$ cat src/rtl/adder_err_pkg.sv
// adder_err_pkg: shared types, widths and saturating adders for the adder error monitor
package adder_err_pkg;

    localparam int OP_W  = 5;
    localparam int SUM_W = 6;
    localparam int ERR_W = 7;

    typedef enum logic [1:0] {ACC, DRAIN, REPORT} st_e;

    // unsigned add clamped to the all-ones value of a w-bit field (w <= 32)
    function automatic logic [31:0] sat_addu(input logic [31:0] a, input logic [31:0] b, input int w);
        logic [32:0] s;
        logic [32:0] lim;
        s   = {1'b0, a} + {1'b0, b};
        lim = (33'd1 << w) - 33'd1;
        return s > lim ? lim[31:0] : s[31:0];
    endfunction

    // signed add clamped symmetrically to +/-(2^(w-1)-1) of a w-bit field
    function automatic logic signed [31:0] sat_adds(input logic signed [31:0] a, input logic signed [31:0] b, input int w);
        logic signed [32:0] s;
        logic signed [32:0] lim;
        logic signed [32:0] nlim;
        s    = {a[31], a} + {b[31], b};
        lim  = (33'sd1 <<< (w - 1)) - 33'sd1;
        nlim = -lim;
        return s > lim ? lim[31:0] : (s < nlim ? nlim[31:0] : s[31:0]);
    endfunction

endpackage

$ cat src/rtl/adder_err_calc.sv
// adder_err_calc: combinational exact sum, signed error, magnitude and nonzero flag
module adder_err_calc
    import adder_err_pkg::*;
(
    input  logic        [OP_W-1:0]  op_a,
    input  logic        [OP_W-1:0]  op_b,
    input  logic        [SUM_W-1:0] approx_sum,
    output logic signed [ERR_W-1:0] err,
    output logic        [SUM_W-1:0] abs_err,
    output logic                    nz
);

    logic [SUM_W-1:0] exact;

    assign exact   = SUM_W'(op_a) + SUM_W'(op_b);
    assign err     = ERR_W'(approx_sum) - ERR_W'(exact);
    assign abs_err = err[ERR_W-1] ? SUM_W'(-err) : SUM_W'(err);
    assign nz      = |err;

endmodule

$ cat src/rtl/adder_err_monitor.sv
// adder_err_monitor: windowed error statistics for the approximate 5-bit adder,
// reported through a valid/ready handshake with input back-pressure while pending.
module adder_err_monitor
    import adder_err_pkg::*;
#(
    parameter int WINDOW = 256,
    parameter int ACC_W  = 16
) (
    input  logic              clk,
    input  logic              rst_n,
    input  logic              clr,
    input  logic              in_valid,
    output logic              in_ready,
    input  logic [OP_W-1:0]   op_a,
    input  logic [OP_W-1:0]   op_b,
    input  logic [SUM_W-1:0]  approx_sum,
    output logic              rep_valid,
    input  logic              rep_ready,
    output logic [ACC_W-1:0]  rep_samples,
    output logic [ACC_W-1:0]  rep_err_cnt,
    output logic [ACC_W-1:0]  rep_err_sum,
    output logic [ACC_W-1:0]  rep_bias,
    output logic [SUM_W-1:0]  rep_err_max
);

    localparam logic signed [ACC_W-1:0] B_MAX = {1'b0, {(ACC_W-1){1'b1}}};
    localparam logic signed [ACC_W-1:0] B_MIN = -B_MAX;

    st_e                     st, nxt;
    logic                    rdy_q;
    logic                    s1_v, s1_nz;
    logic signed [ERR_W-1:0] s1_err, c_err;
    logic        [SUM_W-1:0] s1_abs, c_abs, mx;
    logic                    c_nz;
    logic        [ACC_W-1:0] cnt, err_cnt, err_sum;
    logic signed [ACC_W-1:0] bias;
    logic                    accept, last, bias_sat, wipe;

    adder_err_calc u_calc (
        .op_a       (op_a),
        .op_b       (op_b),
        .approx_sum (approx_sum),
        .err        (c_err),
        .abs_err    (c_abs),
        .nz         (c_nz)
    );

    assign in_ready = rdy_q && st == ACC && !clr;
    assign accept   = in_valid && in_ready;
    // the sample in stage 1 has been accepted but not yet counted
    assign last     = accept && (cnt + ACC_W'(s1_v) == ACC_W'(WINDOW - 1));
    assign bias_sat = bias == B_MAX || bias == B_MIN;
    assign wipe     = clr || (st == REPORT && rep_ready);

    always_comb begin
        nxt = st;
        if (clr)
            nxt = ACC;
        else if (st == ACC)
            nxt = last ? DRAIN : ACC;
        else if (st == DRAIN)
            nxt = REPORT;
        else
            nxt = rep_ready ? ACC : REPORT;
    end

    always_ff @(posedge clk or negedge rst_n) begin
        if (!rst_n) begin
            st      <= ACC;
            rdy_q   <= 1'b0;
            s1_v    <= 1'b0;
            s1_err  <= '0;
            s1_abs  <= '0;
            s1_nz   <= 1'b0;
            cnt     <= '0;
            err_cnt <= '0;
            err_sum <= '0;
            bias    <= '0;
            mx      <= '0;
        end else begin
            st    <= nxt;
            rdy_q <= 1'b1;
            s1_v  <= accept;
            if (accept) begin
                s1_err <= c_err;
                s1_abs <= c_abs;
                s1_nz  <= c_nz;
            end
            if (wipe) begin
                cnt     <= '0;
                err_cnt <= '0;
                err_sum <= '0;
                bias    <= '0;
                mx      <= '0;
            end else if (s1_v) begin
                cnt     <= cnt + ACC_W'(1);
                err_cnt <= err_cnt + ACC_W'(s1_nz);
                err_sum <= ACC_W'(sat_addu(32'(err_sum), 32'(s1_abs), ACC_W));
                bias    <= bias_sat ? bias : ACC_W'(sat_adds(32'(bias), 32'(s1_err), ACC_W));
                mx      <= s1_abs > mx ? s1_abs : mx;
            end
        end
    end

    assign rep_valid   = st == REPORT;
    assign rep_samples = cnt;
    assign rep_err_cnt = err_cnt;
    assign rep_err_sum = err_sum;
    assign rep_bias    = bias;
    assign rep_err_max = mx;

endmodule

$ cat config.mk
export PLATFORM = sky130hd
export DESIGN_NAME = adder_err_monitor
export DESIGN_NICKNAME = d
export VERILOG_FILES = /design/src/rtl/adder_err_pkg.sv /design/src/rtl/adder_err_calc.sv /design/src/rtl/adder_err_monitor.sv
export SDC_FILE = /design/constraint.sdc
export NUM_CORES = 1
export LEC_CHECK = 0
export BUFFER_PORTS_ARGS = -buffer_cell sky130_fd_sc_hd__buf_2
export CAP_MARGIN = 5
export CORE_MARGIN = 2
export CORE_UTILIZATION = 30
export DETAILED_ROUTE_END_ITERATION = 6
export REMOVE_ABC_BUFFERS = 1
export SLEW_MARGIN = 25
export SYNTH_ARGS = -nofsm -noshare
export SYNTH_HDL_FRONTEND = slang
export SYNTH_HIERARCHICAL = 1
export SYNTH_SLANG_ARGS = --single-unit
$ cat constraint.sdc
create_clock -name clk -period 3.4 [get_ports clk]
set_clock_uncertainty 0.05 [all_clocks]
set_input_delay 0.34 -clock clk [delete_from_list [all_inputs] [get_ports clk]]
set_output_delay 0.34 -clock clk [all_outputs]
set_load 0.05 [all_outputs]
==> impl_metrics.json <==
{
  "wl_per_cell_um": 15.0,
  "synth_top_family_by_area": "simple AND/OR/NAND/NOR gates",
  "core_sq_um": 19400,
  "yosys-top-cells-area": "dfrtp_1, ha_1, nor2_1",
  "synth_xor_area_share_pct": 7.10,
  "final_max_slew_viol_count": 0,
  "dr_wl_met2_um": 7060,
  "rsz0062_at_grt": "no",
  "wl_met1_um": 7320,
  "clk_latency_ps": 340,
  "synthAdderAreaFrac_pct": 10.8,
  "critPathMaxFanout": 7,
  "synth_top_area_share_pct": 37.2,
  "muxShareOfSynthArea_pct": 4.46,
  "dpl.cell_count": 1010,
  "relSlewSlack_pct": 36.6,
  "final_area_sq_um": 7050,
  "async_reset_ff_share_pct": 100,
  "holdWs_ps": 63.3,
  "power.total_mw": 3.76,
  "fin_util_pct": 36.3,
  "synth.distinct_cells": 63,
  "cts_tree": "built",
  "synth_edf_count": 0,
  "setup_tns_ps": 0,
  "die_w_um": 145,
  "crit_arrival_ps": 3400,
  "power.density_nw_per_um2": 533,
  "hold_path.class": "primary input to asynchronous set/reset pin",
  "viasPerCell": 5.04,
  "antenna_found_initial": 0,
  "slowest_stage": "or3_1",
  "setup_viol": 0,
  "dpl_worst_slack_ps": 252,
  "cts_root_buffer": "clkbuf_16",
  "ant_nets": 0,
  "highest_layer": "met4",
  "io_pins": 93,
  "initial_core_util_pct": 30.5,
  "hold_viol": 0,
  "placed_area_sq_um": 6720,
  "wl_met3_um": 807,
  "clk_pin_slew_ps": 60,
  "crit_type": "flip-flop to flip-flop",
  "cts_inserted_buffers": 9,
  "worstPathCellList": "ha_1, inv_1, fa_1, nand2b_1, a211oi_4, o2111ai_1, a21o_1, a31o_2, or3_1, a21oi_1, a22o_1",
  "ys.flop_type": "dfrtp_1",
  "p_int_mw": 2.40,
  "postCtsSetupRepairBufs": 0,
  "final_cells": 1024,
  "postSynthCellCount": 664,
  "syn_area_per_cell_sq_um": 8.92,
  "worst_setup_path_start_kind": "flip-flop",
  "antenna_cells": 0,
  "synth_warnings": 6,
  "clock_sinks": 88,
  "switching_power_mw": 1.36,
  "yosys_register_bits": 88,
  "syn2layout_area_growth_pct": 19.0,
  "dr.pass1.iters": 5,
  "drc_errors": 0,
  "synth_compound_area_share_pct": 16.1,
  "synth_top_area_cell": "dfrtp_1",
  "seq_power_share_pct": 33.5,
  "grt_max_degree": 69,
  "fmax_mhz": 315,
  "fin_crit_sh_pct": 93.5,
  "layout-drive-gt1-share_pct": 19.0,
  "worst_setup_path_end_kind": "flip-flop",
  "port_buffers": 92,
  "overflow": 0,
  "r2r-end": "rep_bias[1]$_DFFE_PN0P_",
  "combPwrFrac_pct": 37.0,
  "rrSetupSlack_ps": 220,
  "cts_max_level": 3,
  "rows": 51,
  "run_status": "finished clean",
  "nets": 824,
  "worst_pin_slew_ps": 947,
  "gp_congestion": 0.838,
  "die_y_um": 145,
  "p_leak_nw": 3.29,
  "clk_path_buf_depth": 2,
  "required_ps": 3630,
  "synth_simple_gate_area_share_pct": 19.9,
  "vdd_drop_max_mv": 0.309,
  "setup_ws_ps": 222,
  "cpPeakStageDelay_ps": 500,
  "die_area_sq_um": 20900,
  "period_needed_ps": 3180,
  "num_vias": 5160,
  "drt_iter0_drc": 287,
  "finalWirelength_um": 15300,
  "synth_seq_area_share_pct": 37.2,
  "swShare_pct": 36.2,
  "p_clk_share_pct": 29.5,
  "rr_startpoint": "rep_bias[0]$_DFFE_PN0P_",
  "grt_pass1_vias": 4837,
  "ff2ff_path_depth": 11,
  "grt_pass1_wl_um": 24800,
  "syn_area_sq_um": 5920,
  "grt_use_total_pct": 15.0,
  "cap_violations": 0,
  "dp_hpwl_um": 11500
}
[sequential cells by signal, indices dropped and copies added (netlist names)]
signal / flops
rdy_q: 1
rep_bias: 16
rep_err_cnt: 16
rep_err_max: 6
rep_err_sum: 16
rep_samples: 16
s1_abs: 6
s1_err: 7
s1_nz: 1
s1_v: 1
st: 2
[critical path, delay by kind of cell (launching register included)]
kind	cells	cell delay (ps)
AOI/OAI and AO/OA	6	1320
adders and majority gates	2	580
buffers and inverters	1	50
DFF	1	400
and+or+nand+nor	2	710
[power by group through the flow]
stage                     combinational (mW)  clock, mW  sequential (mW)
after global placement                  1.37          0             1.28
after CTS                               1.39       1.15             1.26
after global routing                    1.56       1.18             1.27
final                                   1.39       1.11             1.26
after floorplan                        0.947          0             1.34
after detailed placement                1.38          0             1.28
[cells in the mapped netlist (5+ instances only)]
cell	n
mux2i_1	14
nor3_1	13
a31oi_1	14
and3_1	9
inv_1	39
a21oi_1	35
nand3_1	26
xnor2_1	18
xor2_1	30
fa_1	7
or3_1	7
clkbuf_1	15
nand2_1	51
dfrtp_1	88
o21ai_0	42
nor4_1	7
nor2_1	76
mux2_2	11
nand4_1	21
o211ai_1	5
nor2b_1	7
a22o_1	9
and2_1	5
o21ai_1	5
ha_1	40
[placed cells by master, fill, tap and decap left out, types with 13 or more instances in the layout]
| cell type | Yosys | routed |
|---|---|---|
| nand4_1 | 21 | 21 |
| dfrtp_1 | 88 | 88 |
| a31oi_1 | 14 | 14 |
| a21oi_1 | 35 | 35 |
| xor2_1 | 30 | 30 |
| o21ai_0 | 42 | 42 |
| nand3_1 | 26 | 26 |
| buf_2 | 4 | 91 |
| nor3_1 | 13 | 13 |
| nor2_1 | 76 | 76 |
| nand2_1 | 51 | 51 |
| mux2i_1 | 14 | 14 |
| inv_1 | 39 | 39 |
| ha_1 | 40 | 40 |
| buf_4 | 3 | 16 |
| xnor2_1 | 18 | 18 |
[per-layer routing]
layer | GRT usage [%] | up-vias
li1 | - | 2538
met5 | 0 | -
met4 | 3.27 | 0
met3 | 3.38 | 12
met1 | 20.4 | 2499
met2 | 24.5 | 111
[timing repair]
action	CTS	global route
endpoints found under the setup margin	0	5
hold buffers	0	0
resized for setup	0	1
[final cells by class]
type,instances,area [sq um]
fill,2028,12400
multi-input combinational,511,3470
sequential,88,2200
timing repair buffer,107,576
tap,265,332
clock buffer,10,229
inverter,39,146
clock inverter,4,95.1
[how the worst max path moves through the flow]
stage | start | to | slack, ps | cells after the start
floorplan | rep_bias[0]$_DFFE_PN0P_ | rep_bias[1]$_DFFE_PN0P_ | 200 | 11
detailed placement | rep_bias[0]$_DFFE_PN0P_ | rep_bias[1]$_DFFE_PN0P_ | 250 | 11
finish | rep_bias[0]$_DFFE_PN0P_ | rep_bias[1]$_DFFE_PN0P_ | 220 | 11
CTS | rep_bias[0]$_DFFE_PN0P_ | rep_bias[1]$_DFFE_PN0P_ | 230 | 11
global placement | rep_bias[0]$_DFFE_PN0P_ | rep_bias[1]$_DFFE_PN0P_ | 320 | 11
global route | rep_bias[0]$_DFFE_PN0P_ | rep_bias[1]$_DFFE_PN0P_ | 30 | 11
[cells by family after synthesis]
family	Yosys count
AO/OA/AOI/OAI	148
XOR/XNOR	48
adder cells (fa/ha/maj)	47
buffers and inverters	65
flip-flops	88
multiplexers	25
other	1
AND/OR/NAND/NOR	242
Power figures use the tool's default switching activity.
